==> config.mk <==
export PLATFORM = sky130hd
export DESIGN_NAME = seq_counter_n_flat
export DESIGN_NICKNAME = d
export VERILOG_FILES = /design/src/rtl/seq_counter_pkg.sv /design/src/rtl/seq_counter_n_if.sv /design/src/rtl/seq_next_table.sv /design/src/rtl/seq_counter_n.sv /design/src/flat_wrapper.sv
export SDC_FILE = /design/constraint.sdc
export NUM_CORES = 1
export LEC_CHECK = 0
export CORE_ASPECT_RATIO = 0.5
export CORE_MARGIN = 1.5
export CORE_UTILIZATION = 54
export DETAILED_ROUTE_END_ITERATION = 8
export PLACE_DENSITY_LB_ADDON = 0.12
export REMOVE_ABC_BUFFERS = 1
export SYNTH_ARGS = -nofsm -noshare
export SYNTH_HDL_FRONTEND = slang
export SYNTH_SLANG_ARGS = --single-unit
==> constraint.sdc <==
create_clock -name clk -period 2.4 [get_ports clk]
set_input_delay 0.36 -clock clk [delete_from_list [all_inputs] [get_ports clk]]
set_output_delay 0.36 -clock clk [all_outputs]
set_load 0.005 [all_outputs]
==> src/rtl/seq_counter_pkg.sv <==
// Shared mode encodings and Gray-code helpers for the sequence counter.
// The helpers work on MaxWidth bits; narrower callers zero-extend and truncate.
package seq_counter_pkg;

  localparam int unsigned MaxWidth = 8;

  localparam logic [1:0] MODE_UP   = 2'b00;
  localparam logic [1:0] MODE_DOWN = 2'b01;
  localparam logic [1:0] MODE_GRAY = 2'b10;
  localparam logic [1:0] MODE_TBL  = 2'b11;

  function automatic logic [MaxWidth-1:0] bin2gray(input logic [MaxWidth-1:0] bin);
    return bin ^ (bin >> 1);
  endfunction

  function automatic logic [MaxWidth-1:0] gray2bin(input logic [MaxWidth-1:0] gray);
    logic [MaxWidth-1:0] bin;
    bin[MaxWidth-1] = gray[MaxWidth-1];
    for (int i = MaxWidth - 2; i >= 0; i--) begin
      bin[i] = bin[i+1] ^ gray[i];
    end
    return bin;
  endfunction

endpackage

==> src/rtl/seq_counter_n_if.sv <==
// Control/status bundle of the sequence counter: step/load controls, table
// write port and the registered counter outputs.
interface seq_counter_n_if #(
  parameter int unsigned WIDTH = 3
);
  logic             en;
  logic             load_n;
  logic [WIDTH-1:0] d;
  logic [1:0]       mode;
  logic             tbl_we;
  logic [WIDTH-1:0] tbl_addr;
  logic [WIDTH-1:0] tbl_wdata;
  logic [WIDTH-1:0] q;
  logic             tc;

  modport master (
    output en, load_n, d, mode, tbl_we, tbl_addr, tbl_wdata,
    input  q, tc
  );

  modport slave (
    input  en, load_n, d, mode, tbl_we, tbl_addr, tbl_wdata,
    output q, tc
  );
endinterface

==> src/rtl/seq_next_table.sv <==
// Programmable next-state table: 2**WIDTH entries, reset to i+1 (mod 2**WIDTH),
// one synchronous write port and one combinational read port.
module seq_next_table #(
  parameter int unsigned WIDTH = 3
) (
  input  logic             clk,
  input  logic             rst_n,
  input  logic             we,
  input  logic [WIDTH-1:0] waddr,
  input  logic [WIDTH-1:0] wdata,
  input  logic [WIDTH-1:0] raddr,
  output logic [WIDTH-1:0] rdata
);
  localparam int unsigned Depth = 2 ** WIDTH;

  logic [WIDTH-1:0] tbl_q [Depth];

  always_ff @(posedge clk or negedge rst_n) begin
    if (!rst_n) begin
      for (int i = 0; i < Depth; i++) begin
        tbl_q[i] <= WIDTH'(i + 1);
      end
    end else if (we) begin
      tbl_q[waddr] <= wdata;
    end
  end

  // Read sees the pre-write contents, so a same-cycle step uses the old entry.
  assign rdata = tbl_q[raddr];

endmodule

==> src/rtl/seq_counter_n.sv <==
// Sequence counter: up/down (wrapping at MODULUS), Gray, or table-driven stepping,
// with active-low parallel load and a registered terminal-count pulse.
module seq_counter_n
  import seq_counter_pkg::*;
#(
  parameter int unsigned WIDTH   = 3,
  parameter int unsigned MODULUS = 2 ** WIDTH
) (
  input  logic           clk,
  input  logic           rst_n,
  seq_counter_n_if.slave bus
);
  localparam logic [WIDTH-1:0] ModMax = WIDTH'(MODULUS - 1);
  localparam logic [WIDTH:0]   ModW   = (WIDTH + 1)'(MODULUS);

  logic [WIDTH-1:0] q_q, q_d;
  logic             tc_q, tc_d;
  logic [WIDTH-1:0] step_q;
  logic             step_tc;
  logic [WIDTH-1:0] tbl_next;
  logic [WIDTH-1:0] gray_bin;

  seq_next_table #(
    .WIDTH(WIDTH)
  ) u_table (
    .clk  (clk),
    .rst_n(rst_n),
    .we   (bus.tbl_we),
    .waddr(bus.tbl_addr),
    .wdata(bus.tbl_wdata),
    .raddr(q_q),
    .rdata(tbl_next)
  );

  always_comb begin
    gray_bin = WIDTH'(gray2bin(MaxWidth'(q_q)) + 1'b1);
    step_q   = '0;
    step_tc  = 1'b0;
    unique case (bus.mode)
      MODE_UP: begin
        // Out-of-range values (loaded above MODULUS-1) also wrap to 0.
        step_q  = (q_q == ModMax || {1'b0, q_q} >= ModW) ? '0 : q_q + 1'b1;
        step_tc = (step_q == '0);
      end
      MODE_DOWN: begin
        step_q  = (q_q == '0) ? ModMax : q_q - 1'b1;
        step_tc = (q_q == '0);
      end
      MODE_GRAY: begin
        step_q  = WIDTH'(bin2gray(MaxWidth'(gray_bin)));
        step_tc = (step_q == '0);
      end
      default: begin
        step_q  = tbl_next;
        step_tc = (step_q == '0);
      end
    endcase
  end

  always_comb begin
    q_d  = q_q;
    tc_d = 1'b0;
    if (!bus.load_n) begin
      q_d = bus.d;
    end else if (bus.en) begin
      q_d  = step_q;
      tc_d = step_tc;
    end
  end

  always_ff @(posedge clk or negedge rst_n) begin
    if (!rst_n) begin
      q_q  <= '0;
      tc_q <= 1'b0;
    end else begin
      q_q  <= q_d;
      tc_q <= tc_d;
    end
  end

  assign bus.q  = q_q;
  assign bus.tc = tc_q;

endmodule

==> src/flat_wrapper.sv <==
// flat-port wrapper written by rule: the top's interface ports become plain ports
module seq_counter_n_flat import seq_counter_pkg::*;
#(
  parameter int unsigned WIDTH   = 3,
  parameter int unsigned MODULUS = 2 ** WIDTH
)
  (clk, rst_n, bus_en, bus_load_n, bus_d, bus_mode, bus_tbl_we, bus_tbl_addr, bus_tbl_wdata, bus_q, bus_tc);
  seq_counter_n_if #(.WIDTH(WIDTH)) bus_i ();
  input  logic clk;
  input  logic rst_n;
  input wire logic [$bits(bus_i.en)-1:0] bus_en;
  input wire logic [$bits(bus_i.load_n)-1:0] bus_load_n;
  input wire logic [$bits(bus_i.d)-1:0] bus_d;
  input wire logic [$bits(bus_i.mode)-1:0] bus_mode;
  input wire logic [$bits(bus_i.tbl_we)-1:0] bus_tbl_we;
  input wire logic [$bits(bus_i.tbl_addr)-1:0] bus_tbl_addr;
  input wire logic [$bits(bus_i.tbl_wdata)-1:0] bus_tbl_wdata;
  output wire logic [$bits(bus_i.q)-1:0] bus_q;
  output wire logic [$bits(bus_i.tc)-1:0] bus_tc;
  assign bus_i.en = bus_en;
  assign bus_i.load_n = bus_load_n;
  assign bus_i.d = bus_d;
  assign bus_i.mode = bus_mode;
  assign bus_i.tbl_we = bus_tbl_we;
  assign bus_i.tbl_addr = bus_tbl_addr;
  assign bus_i.tbl_wdata = bus_tbl_wdata;
  assign bus_q = bus_i.q;
  assign bus_tc = bus_i.tc;
  seq_counter_n #(.WIDTH(WIDTH), .MODULUS(MODULUS)) u_core (.clk(clk), .rst_n(rst_n), .bus(bus_i));
endmodule
==> results of run 1 <==
==> per-layer routing <==
metal	vias to the layer above	global-route usage [%]
li1	515	-
met1	544	28.2
met2	31	42.8
met3	8	6.30
met4	0	7.02
met5	-	0
==> power by group <==
| group | leakage, nW | switching (W) | internal, W |
|---|---|---|---|
| Sequential | 0.319 | 0.0000721 | 0.000599 |
| Combinational | 0.428 | 0.000131 | 0.000186 |
| Clock | 0.0357 | 0.000150 | 0.000223 |
==> flip-flops by register name, indices dropped and copies added, names as in the netlist <==
signal / cells
u_core.bus.tc: 1
u_core.u_table.tbl_q: 24
u_core.bus.q: 3
==> final cells by class <==
cell class | instances | area, µm²
multi-input combinational | 88 | 820
fill | 198 | 796
sequential | 28 | 716
timing repair buffer | 22 | 213
tap | 37 | 46.3
clock buffer | 3 | 41.3
clock inverter | 1 | 30.0
inverter | 6 | 22.5
==> Yosys cell counts <==
cell      number  area [µm²]
nand4b_1       3        26.3
ha_1           5        62.6
a221oi_1       1        8.76
nor2_1         2        7.51
a31oi_1        1        6.26
inv_2          2        7.51
nand3b_1       2        15.0
nor3_1         4        20.0
buf_6          1        11.3
a21oi_1        2        10.0
o21ai_1        1        5.00
a21bo_1        1        10.0
dfrtp_1       16         400
dfstp_2       12         315
o21ai_0        6        30.0
mux2_1        24         270
a21o_1         2        15.0
mux2i_1        2        20.0
nor2b_1        5        31.3
a21boi_0       1        7.51
buf_4          1        7.51
a221o_1        1        10.0
buf_2          2        10.0
o22ai_1        1        6.26
inv_1          4        15.0
nand3_1        2        10.0
nor3b_1        3        22.5
o21a_1         1        7.51
mux4_2         3        67.6
mux2_2         2        22.5
nand2b_1       1        6.26
nand2_1        6        22.5
o211ai_1       1        7.51
nand4_1        2        12.5
mux4_1         3        78.8
==> final timing paths <==
path,endpoint,slack [ns],cells after the start
worst max-delay path,u_core.bus.q[1]$_DFFE_PN0P_,0.35,4
worst min-delay path,u_core.u_table.tbl_q[17]$_DFFE_PN0P_,0.45,2
worst max register to register,u_core.bus.q[1]$_DFFE_PN0P_,0.35,4
worst min register to register,u_core.u_table.tbl_q[18]$_DFFE_PN0P_,0.49,1
max in group asynchronous,u_core.u_table.tbl_q[19]$_DFFE_PN1P_,1.65,2
min in group clk,u_core.u_table.tbl_q[18]$_DFFE_PN0P_,0.49,1
==> cell families (layout without fill, tap and decap cells) <==
logic type,count (synthesis),after routing,share of synthesized area [%]
compound gates,19,19,7.81
fa+ha+maj,5,5,3.94
buf+inv,10,32,3.23
flops,28,28,45.1
mux,34,34,28.9
simple gates,30,30,11.0
==> stage by stage <==
| stage | setup WS [ns] | instance area, µm² |
|---|---|---|
| after floorplan | 0.581 | 1560 |
| after global placement | 0.321 | 1820 |
| after detailed placement | 0.308 | 1820 |
| after CTS | 0.356 | 1890 |
| after global routing | 0.207 | 1890 |
| final | 0.350 | 1890 |
==> worst max-delay path: cells and delay by family (launching register included) <==
| kind | cells | cell delay (ns) |
|---|---|---|
| mux | 2 | 0.81 |
| flops | 1 | 0.69 |
| compound gates | 1 | 0.33 |
| simple gates | 1 | 0.11 |
==> out/results.ini, run 1 <==
[place]
port_buffers = 19
gp_congestion = 0.831
dp.cells = 181
dp_hpwl_um = 2360

[global_route]
antenna_found_initial = 0
grt_pass1_vias = 1104
grt_pass1_wl_um = 5330
grt_max_degree = 29
overflow = 0
track_usage_pct = 23.2

[final_layout]
num_antenna_cells = 0
drive_above_1_share_pct = 17.6
finalNonFillerCells = 185
utilization_pct = 70.3
syn_to_final_growth_pct = 19.0
nNetsFinal = 170
final_common_cell = mux2_1
layout_common_cells = 24 x mux2_1, 19 x clkdlybuf4s50_1, 16 x dfrtp_1

[power_and_ir_drop]
power_w = 0.00136
p_per_area_nw_per_um2 = 721
vdd_drop_max_mv = 0.418
p_leak_nw = 0.783

[detailed_routing]
highest_layer = met4
vias_per_cell = 5.94
dr_wl_met2_um = 1550
num_vias = 1098
first_iter_violations = 58
wl_met3_um = 172
drcViolationCount = 0
ant_nets = 0
post_drt_wl_per_cell_um = 17.5
drt_wl_total_um = 3230
firstDrtPassIters = 4
wl_met1_um = 1460

[synthesis]
synth_seq_cells = 28
synth.distinct_cells = 35
yosysWarningCount = 0
avgSynthCellArea_um2 = 12.6
syn_inst = 126
synth_area_um2 = 1590
synth_seq_area_share_pct = 45.1

[die]
num_rows = 13
die_w_um = 79.7
dieArea_um2 = 3290
core_area_um2 = 2680
start_util_pct = 59.1
io_pins = 20
die_h_um = 41.3

[sta]
fmax_ghz = 0.488
finalSetupTns_ns = 0
worst_pin_slew_ns = 0.620
final.min_clock_period_ns = 2.05
drv_slew = 0
setup_viol = 0
fin_crit_sh_pct = 85.4
skew_ns = 0.00369
hold_slack_ns = 0.447
rsz0062_at_grt = no
hold_violations = 0
slew_headroom_pct = 58.6

[flow_run]
cap_viol_max_count = 0

[critical_path]
endpoint_kind = flop
critPathSlowestCell = dfrtp_1
required_ns = 2.57
startpoint = u_core.bus.q[0]$_DFFE_PN0P_
path_cells = mux4_2 -> mux2i_1 -> nand3_1 -> a221o_1
critPathLaunchType = flop
cp_max_fo = 14
cp.arrival_ns = 2.22
r2r-start = u_core.bus.q[0]$_DFFE_PN0P_
crit_type = reg2reg
slowest_delay_ns = 0.69

[run_status]
status = completed

[clock_tree]
cts_buffers = 3
cts_max_level = 1
tritoncts = yes
clk_latency_ns = 0.27
post_cts_buffers = 0
cts_root_buf = clkbuf_8
clkSlewWorstSetupHoldPaths_ns = 0.10
hold_buffers = 0
clock-sinks = 28
cts_resized = 0
clockBufferDepth = 2

[hold_path]
hp-class = in2async

(Power assumes the default switching activity.)
==> run 2: changes to the inputs <==
Settings changed: REMOVE_ABC_BUFFERS 1 to unset.
==> out/results.ini, run 2 (same netlist as run 1, synthesis figures left out) <==
[run_status]
status = completed  ; unchanged

[detailed_routing]
drcViolationCount = 0  ; unchanged
drt_wl_total_um = 3230  ; about the same
post_drt_wl_per_cell_um = 17.4  ; was 17.5 µm
ant_nets = 0  ; unchanged
firstDrtPassIters = 4  ; unchanged
num_vias = 1093  ; was 1098
first_iter_violations = 21  ; was 58
vias_per_cell = 5.91  ; was 5.94

[sta]
skew_ns = 0.00437  ; was 0.00369 ns
fmax_ghz = 0.509  ; was 0.488 GHz
slew_headroom_pct = 59.4  ; was 58.6%
worst_pin_slew_ns = 0.608  ; was 0.620 ns
rsz0062_at_grt = no  ; unchanged
setup_viol = 0  ; unchanged
hold_slack_ns = 0.439  ; was 0.447 ns
final.min_clock_period_ns = 1.96  ; was 2.05 ns
finalSetupTns_ns = 0  ; unchanged
drv_slew = 0  ; unchanged
fin_crit_sh_pct = 81.8  ; was 85.4%
hold_violations = 0  ; unchanged

[clock_tree]
clk_latency_ns = 0.28  ; was 0.27 ns
hold_buffers = 0  ; unchanged
cts_root_buf = clkbuf_8  ; unchanged
tritoncts = yes  ; unchanged
clkSlewWorstSetupHoldPaths_ns = 0.10  ; about the same
cts_resized = 0  ; unchanged
cts_buffers = 3  ; unchanged
cts_max_level = 1  ; unchanged
post_cts_buffers = 0  ; unchanged
clock-sinks = 28  ; unchanged
clockBufferDepth = 2  ; unchanged

[synthesis]
syn-num-nets = 147

[global_route]
track_usage_pct = 23.6  ; was 23.2%
antenna_found_initial = 0  ; unchanged
grt_max_degree = 29  ; unchanged
grt_pass1_vias = 1098  ; was 1104
overflow = 0  ; unchanged
grt_pass1_wl_um = 5410  ; was 5330 µm

[die]
core_area_um2 = 2680  ; unchanged
num_rows = 13  ; unchanged
die_w_um = 79.7  ; unchanged
die_h_um = 41.3  ; unchanged
dieArea_um2 = 3290  ; unchanged
start_util_pct = 59.1  ; unchanged
io_pins = 20  ; unchanged

[place]
dp_hpwl_um = 2400  ; was 2360 µm
port_buffers = 19  ; unchanged
gp_congestion = 0.842  ; was 0.831
dp.cells = 181  ; unchanged

[critical_path]
endpoint_kind = primary output  ; was flop
critPathSlowestCell = dfrtp_1  ; unchanged
cp_top_family = flip-flops  ; was multiplexers
slowest_delay_ns = 0.72  ; was 0.69 ns
crit_type = reg2out  ; was reg2reg
required_ns = 2.04  ; was 2.57 ns
path_buf_inv = 1  ; was 0
path_cells = clkdlybuf4s50_1  ; was mux4_2 -> mux2i_1 -> nand3_1 -> a221o_1
critPathLaunchType = flop  ; unchanged
cp_max_fo = 16  ; was 14
cp.arrival_ns = 1.60  ; was 2.22 ns

[final_layout]
final_common_cell = mux2_1  ; unchanged
finalNonFillerCells = 185  ; unchanged
nNetsFinal = 170  ; unchanged
drive_above_1_share_pct = 17.6  ; unchanged
layout_common_cells = 24 x mux2_1, 19 x clkdlybuf4s50_1, 16 x dfrtp_1  ; unchanged
fill_cells = 221  ; was 198
num_antenna_cells = 0  ; unchanged
largest_register_ffs = 24  ; unchanged
syn_to_final_growth_pct = 18.0  ; was 19.0%
largest-register = u_core.u_table.tbl_q  ; unchanged

[hold_path]
hp-class = in2async  ; unchanged

[power_and_ir_drop]
p_per_area_nw_per_um2 = 686  ; was 721 nW/µm²
p_leak_nw = 0.775  ; was 0.783 nW
power_w = 0.00128  ; was 0.00136 W
vdd_drop_max_mv = 0.368  ; was 0.418 mV

[flow_run]
cap_viol_max_count = 0  ; unchanged

[run 2: cell count changes in the layout (fill, tap and decap cells not counted), sizes merged]
| cell | delta |
|---|---|
| bufinv | -1 |
| clkbuf | +1 |
[run 2: power by group]
part           total, W  switching [W]  internal [W]  leakage, nW
Clock          0.000294       0.000147      0.000147       0.0288
Sequential     0.000670      0.0000705      0.000599        0.319
Combinational  0.000320       0.000132      0.000188        0.427
[run 2: final timing paths]
check / startpoint / endpoint / slack (ns) / depth (start not counted)
worst max-delay path: u_core.bus.q[2]$_DFFE_PN0P_ / bus_q[2] / 0.44 / 1
worst min-delay path: rst_n / u_core.u_table.tbl_q[12]$_DFFE_PN0P_ / 0.44 / 2
worst max register to register: u_core.bus.q[0]$_DFFE_PN0P_ / u_core.bus.q[2]$_DFFE_PN0P_ / 0.44 / 6
worst min register to register: u_core.u_table.tbl_q[6]$_DFFE_PN0P_ / u_core.u_table.tbl_q[6]$_DFFE_PN0P_ / 0.49 / 1
max in group asynchronous: rst_n / u_core.u_table.tbl_q[7]$_DFFE_PN1P_ / 1.65 / 2
min in group clk: u_core.u_table.tbl_q[6]$_DFFE_PN0P_ / u_core.u_table.tbl_q[6]$_DFFE_PN0P_ / 0.49 / 1
[run 2: metal layers]
metal / vias to the layer above / track usage [%] / wire length (µm)
met2: 31 / 41.9 / 1480
met3: 10 / 6.09 / 178
met5: - / 0 / 0
li1: 519 / - / -
met1: 533 / 29.4 / 1520
met4: 0 / 9.21 / 48
[run 2: layout make-up]
cell class	count	area, µm²	area share (%)
sequential	28	716	38.2
inverter	6	22.5	1.20
timing repair buffer	22	213	11.4
clock buffer	4	55.1	2.94
tap	37	46.3	2.47
multi-input combinational	88	820	43.8
[run 2: worst reg2reg max path, delay by kind of cell, from the launching register on]
| kind | cells | cell delay (ns) |
|---|---|---|
| adder cells (fa/ha/maj) | 2 | 0.49 |
| buffers and inverters | 2 | 0.27 |
| multiplexers | 1 | 0.46 |
| flip-flops | 1 | 0.54 |
| AO/OA/AOI/OAI | 1 | 0.14 |
[run 2: through the flow]
stage          area, µm²  util (%)  worst slack (ns)
2_1_floorplan       1590         -             0.647
3_3_place_gp        1820      67.7             0.355
3_5_place_dp        1820      67.7             0.339
4_1_cts             1870      69.7             0.409
5_1_grt             1870      69.7             0.298
6_report            1870      69.7             0.437
==> run 3: changes to the inputs <==
Settings changed: CORE_UTILIZATION 54 to 49.
Clock period 2.4 ns to 1.7 ns, I/O delays scaled along.
==> out/results.ini, run 3 (same netlist as run 1, synthesis figures left out) <==
[clock_tree]
clockBufferDepth = 2  ; unchanged
cts_max_level = 1  ; unchanged
cts_buffers = 3  ; unchanged
hold_buffers = 0  ; unchanged
clk_latency_ns = 0.28  ; about the same
clkSlewWorstSetupHoldPaths_ns = 0.09  ; was 0.10 ns
cts_root_buf = clkbuf_8  ; unchanged
tritoncts = yes  ; unchanged
clock-sinks = 28  ; unchanged

[global_route]
overflow = 0  ; unchanged
grt_pass1_wl_um = 5870  ; was 5410 µm
track_usage_pct = 22.1  ; was 23.6%
grt_pass1_vias = 1171  ; was 1098
antenna_found_initial = 0  ; unchanged
grt_max_degree = 29  ; unchanged

[detailed_routing]
first_iter_violations = 34  ; was 21
drt_wl_total_um = 3600  ; was 3230 µm
post_drt_wl_per_cell_um = 17.3  ; was 17.4 µm
vias_per_cell = 5.68  ; was 5.91
ant_nets = 0  ; unchanged
firstDrtPassIters = 4  ; unchanged
drcViolationCount = 0  ; unchanged
num_vias = 1182  ; was 1093

[place]
place_ws_ns = -0.219  ; was 0.339 ns
gp_congestion = 0.875  ; was 0.842
port_buffers = 19  ; unchanged
dp_hpwl_um = 2610  ; was 2400 µm

[sta]
fmax_ghz = 0.562
fin_crit_sh_pct = 105
drv_slew = 0  ; unchanged
worst_pin_slew_ns = 0.352  ; was 0.608 ns
rsz0062_at_grt = yes  ; was no
hold_violations = 0  ; unchanged
finalWorstSetupSlack_ns = -0.0806  ; was 0.437 ns
skew_ns = 0.00117  ; was 0.00437 ns
slew_headroom_pct = 76.5  ; was 59.4%
final.min_clock_period_ns = 1.78
setup_viol = 5  ; was 0

[power_and_ir_drop]
swShare_pct = 26.4  ; was 27.3%
p_leak_nw = 0.865  ; was 0.775 nW
p_switching_w = 0.000540  ; was 0.000350 W
p_per_area_nw_per_um2 = 987  ; was 686 nW/µm²
clkPwrFrac_pct = 25.7  ; was 22.9%
power_w = 0.00204  ; was 0.00128 W
power_frac_comb_pct = 28.2  ; was 24.9%
vdd_drop_max_mv = 0.517  ; was 0.368 mV
seq_power_share_pct = 46.1  ; was 52.2%
p_int_w = 0.00150  ; was 0.000934 W

[final_layout]
layout_common_cells = 24 x mux2_1, 22 x buf_4, 19 x clkdlybuf4s50_1  ; was 24 x mux2_1, 19 x clkdlybuf4s50_1, 16 x dfrtp_1
regArea_um2 = 718  ; was 716 µm²
largest-register = u_core.u_table.tbl_q  ; unchanged
largest_register_ffs = 24  ; unchanged
drive_above_1_share_pct = 32.7  ; was 17.6%
multi_input_area_um2 = 848  ; was 820 µm²
nNetsFinal = 190  ; was 170
num_antenna_cells = 0  ; unchanged
final_common_cell = mux2_1  ; unchanged
fill_cells = 245  ; was 221
syn_to_final_growth_pct = 30.5  ; was 18.0%

[flow_run]
cap_viol_max_count = 0  ; unchanged

[critical_path]
required_ns = 1.44  ; was 2.04 ns
path_cells = buf_4 -> buf_4 -> clkdlybuf4s50_1  ; was clkdlybuf4s50_1
critPathLaunchType = flop  ; unchanged
cp.arrival_ns = 1.53  ; was 1.60 ns
crit_type = reg2out  ; unchanged
endpoint_kind = primary output  ; unchanged
cp_max_fo = 8  ; was 16
crit_top_cell = buf_4
slowest_delay_ns = 0.50  ; was 0.72 ns
critPathSlowestCell = clkdlybuf4s50_1  ; was dfrtp_1

[die]
die_h_um = 43.2  ; was 41.3 µm
core_area_um2 = 3050  ; was 2680 µm²
start_util_pct = 52.1  ; was 59.1%
die_w_um = 83.5  ; was 79.7 µm
io_pins = 20  ; unchanged
num_rows = 14  ; was 13
dieArea_um2 = 3610  ; was 3290 µm²

[run_status]
violations = negative setup slack
status = finished with violations  ; was completed

[hold_path]
hp-class = in2async  ; unchanged

[synthesis]
syn-num-nets = 147  ; unchanged

run 3: cell types whose count changed in the layout (fill, tap and decap cells not counted), moves of 2 or more:
cell     before  now
buf_4         3   22
dfrtp_1      16   14
dfrtp_2       0    2
ha_1          5    3
mux4_1        3    1
mux4_2        3    5
run 3: metal layers:
layer / share of wire (%) / vias up / global-route usage (%)
met1: 48 / 589 / 29.4
met4: 3.1 / 0 / 9.51
met3: 4.6 / 12 / 4.86
met2: 45 / 28 / 35.8
met5: 0 / - / 0
li1: - / 553 / -
run 3: final timing paths:
path                                                       from  depth (start not counted)                              endpoint  slack [ns]
setup / recovery                    u_core.bus.q[0]$_DFFE_PN0P_                          3                              bus_q[0]       -0.08
hold / removal                                            rst_n                          2  u_core.u_table.tbl_q[17]$_DFFE_PN0P_        0.34
setup reg to reg                    u_core.bus.q[0]$_DFFE_PN0P_                          5               u_core.bus.tc$_DFF_PN0_       -0.08
hold reg to reg            u_core.u_table.tbl_q[20]$_DFFE_PN0P_                          1  u_core.u_table.tbl_q[20]$_DFFE_PN0P_        0.49
max in group asynchronous                                 rst_n                          2  u_core.u_table.tbl_q[11]$_DFFE_PN1P_        1.05
min in group clk           u_core.u_table.tbl_q[20]$_DFFE_PN0P_                          1  u_core.u_table.tbl_q[20]$_DFFE_PN0P_        0.49
run 3: what timing repair did:
item / 4_1_cts / 5_1_grt
setup buffers: 1 / 4
pin swaps: 1 / 1
gates resized for setup: 8 / 2
setup endpoints to repair: 6 / 6
run 3: cell type report:
cell class                      count  area share [%]
Clock inverter                      1            1.45
Tap cell                           40            2.42
Sequential cell                    28            34.7
Clock buffer                        3            1.99
Inverter                            6            1.09
Multi-Input combinational cell     88            41.0
Timing Repair Buffer               42            17.4
run 3: through the flow:
stage          hold WS, ns  util, %  cells  TNS, ns  area [µm²]
2_1_floorplan      -0.0406        -    126  -0.0211        1590
3_3_place_gp         0.460     63.4    199   -0.402        1930
3_5_place_dp         0.471     63.4    199   -0.680        1930
4_1_cts              0.351     66.3    204   -0.165        2020
5_1_grt              0.354     67.9    208   -0.680        2070
6_report             0.339     67.9    208   -0.310        2070
run 3: critical path, delay by kind of cell, from the launching register on:
kind / cells / cell delay [ns]
buf+inv: 3 / 0.76
flops: 1 / 0.49
run 3: power groups by stage:
stage	clock [W]	combinational, W	sequential (W)
global placement	0	0.000494	0.000944
detailed placement	0	0.000508	0.000953
global route	0.000562	0.000631	0.000959
floorplan	0	0.000323	0.000907
CTS	0.000537	0.000534	0.000944
finish	0.000525	0.000577	0.000942
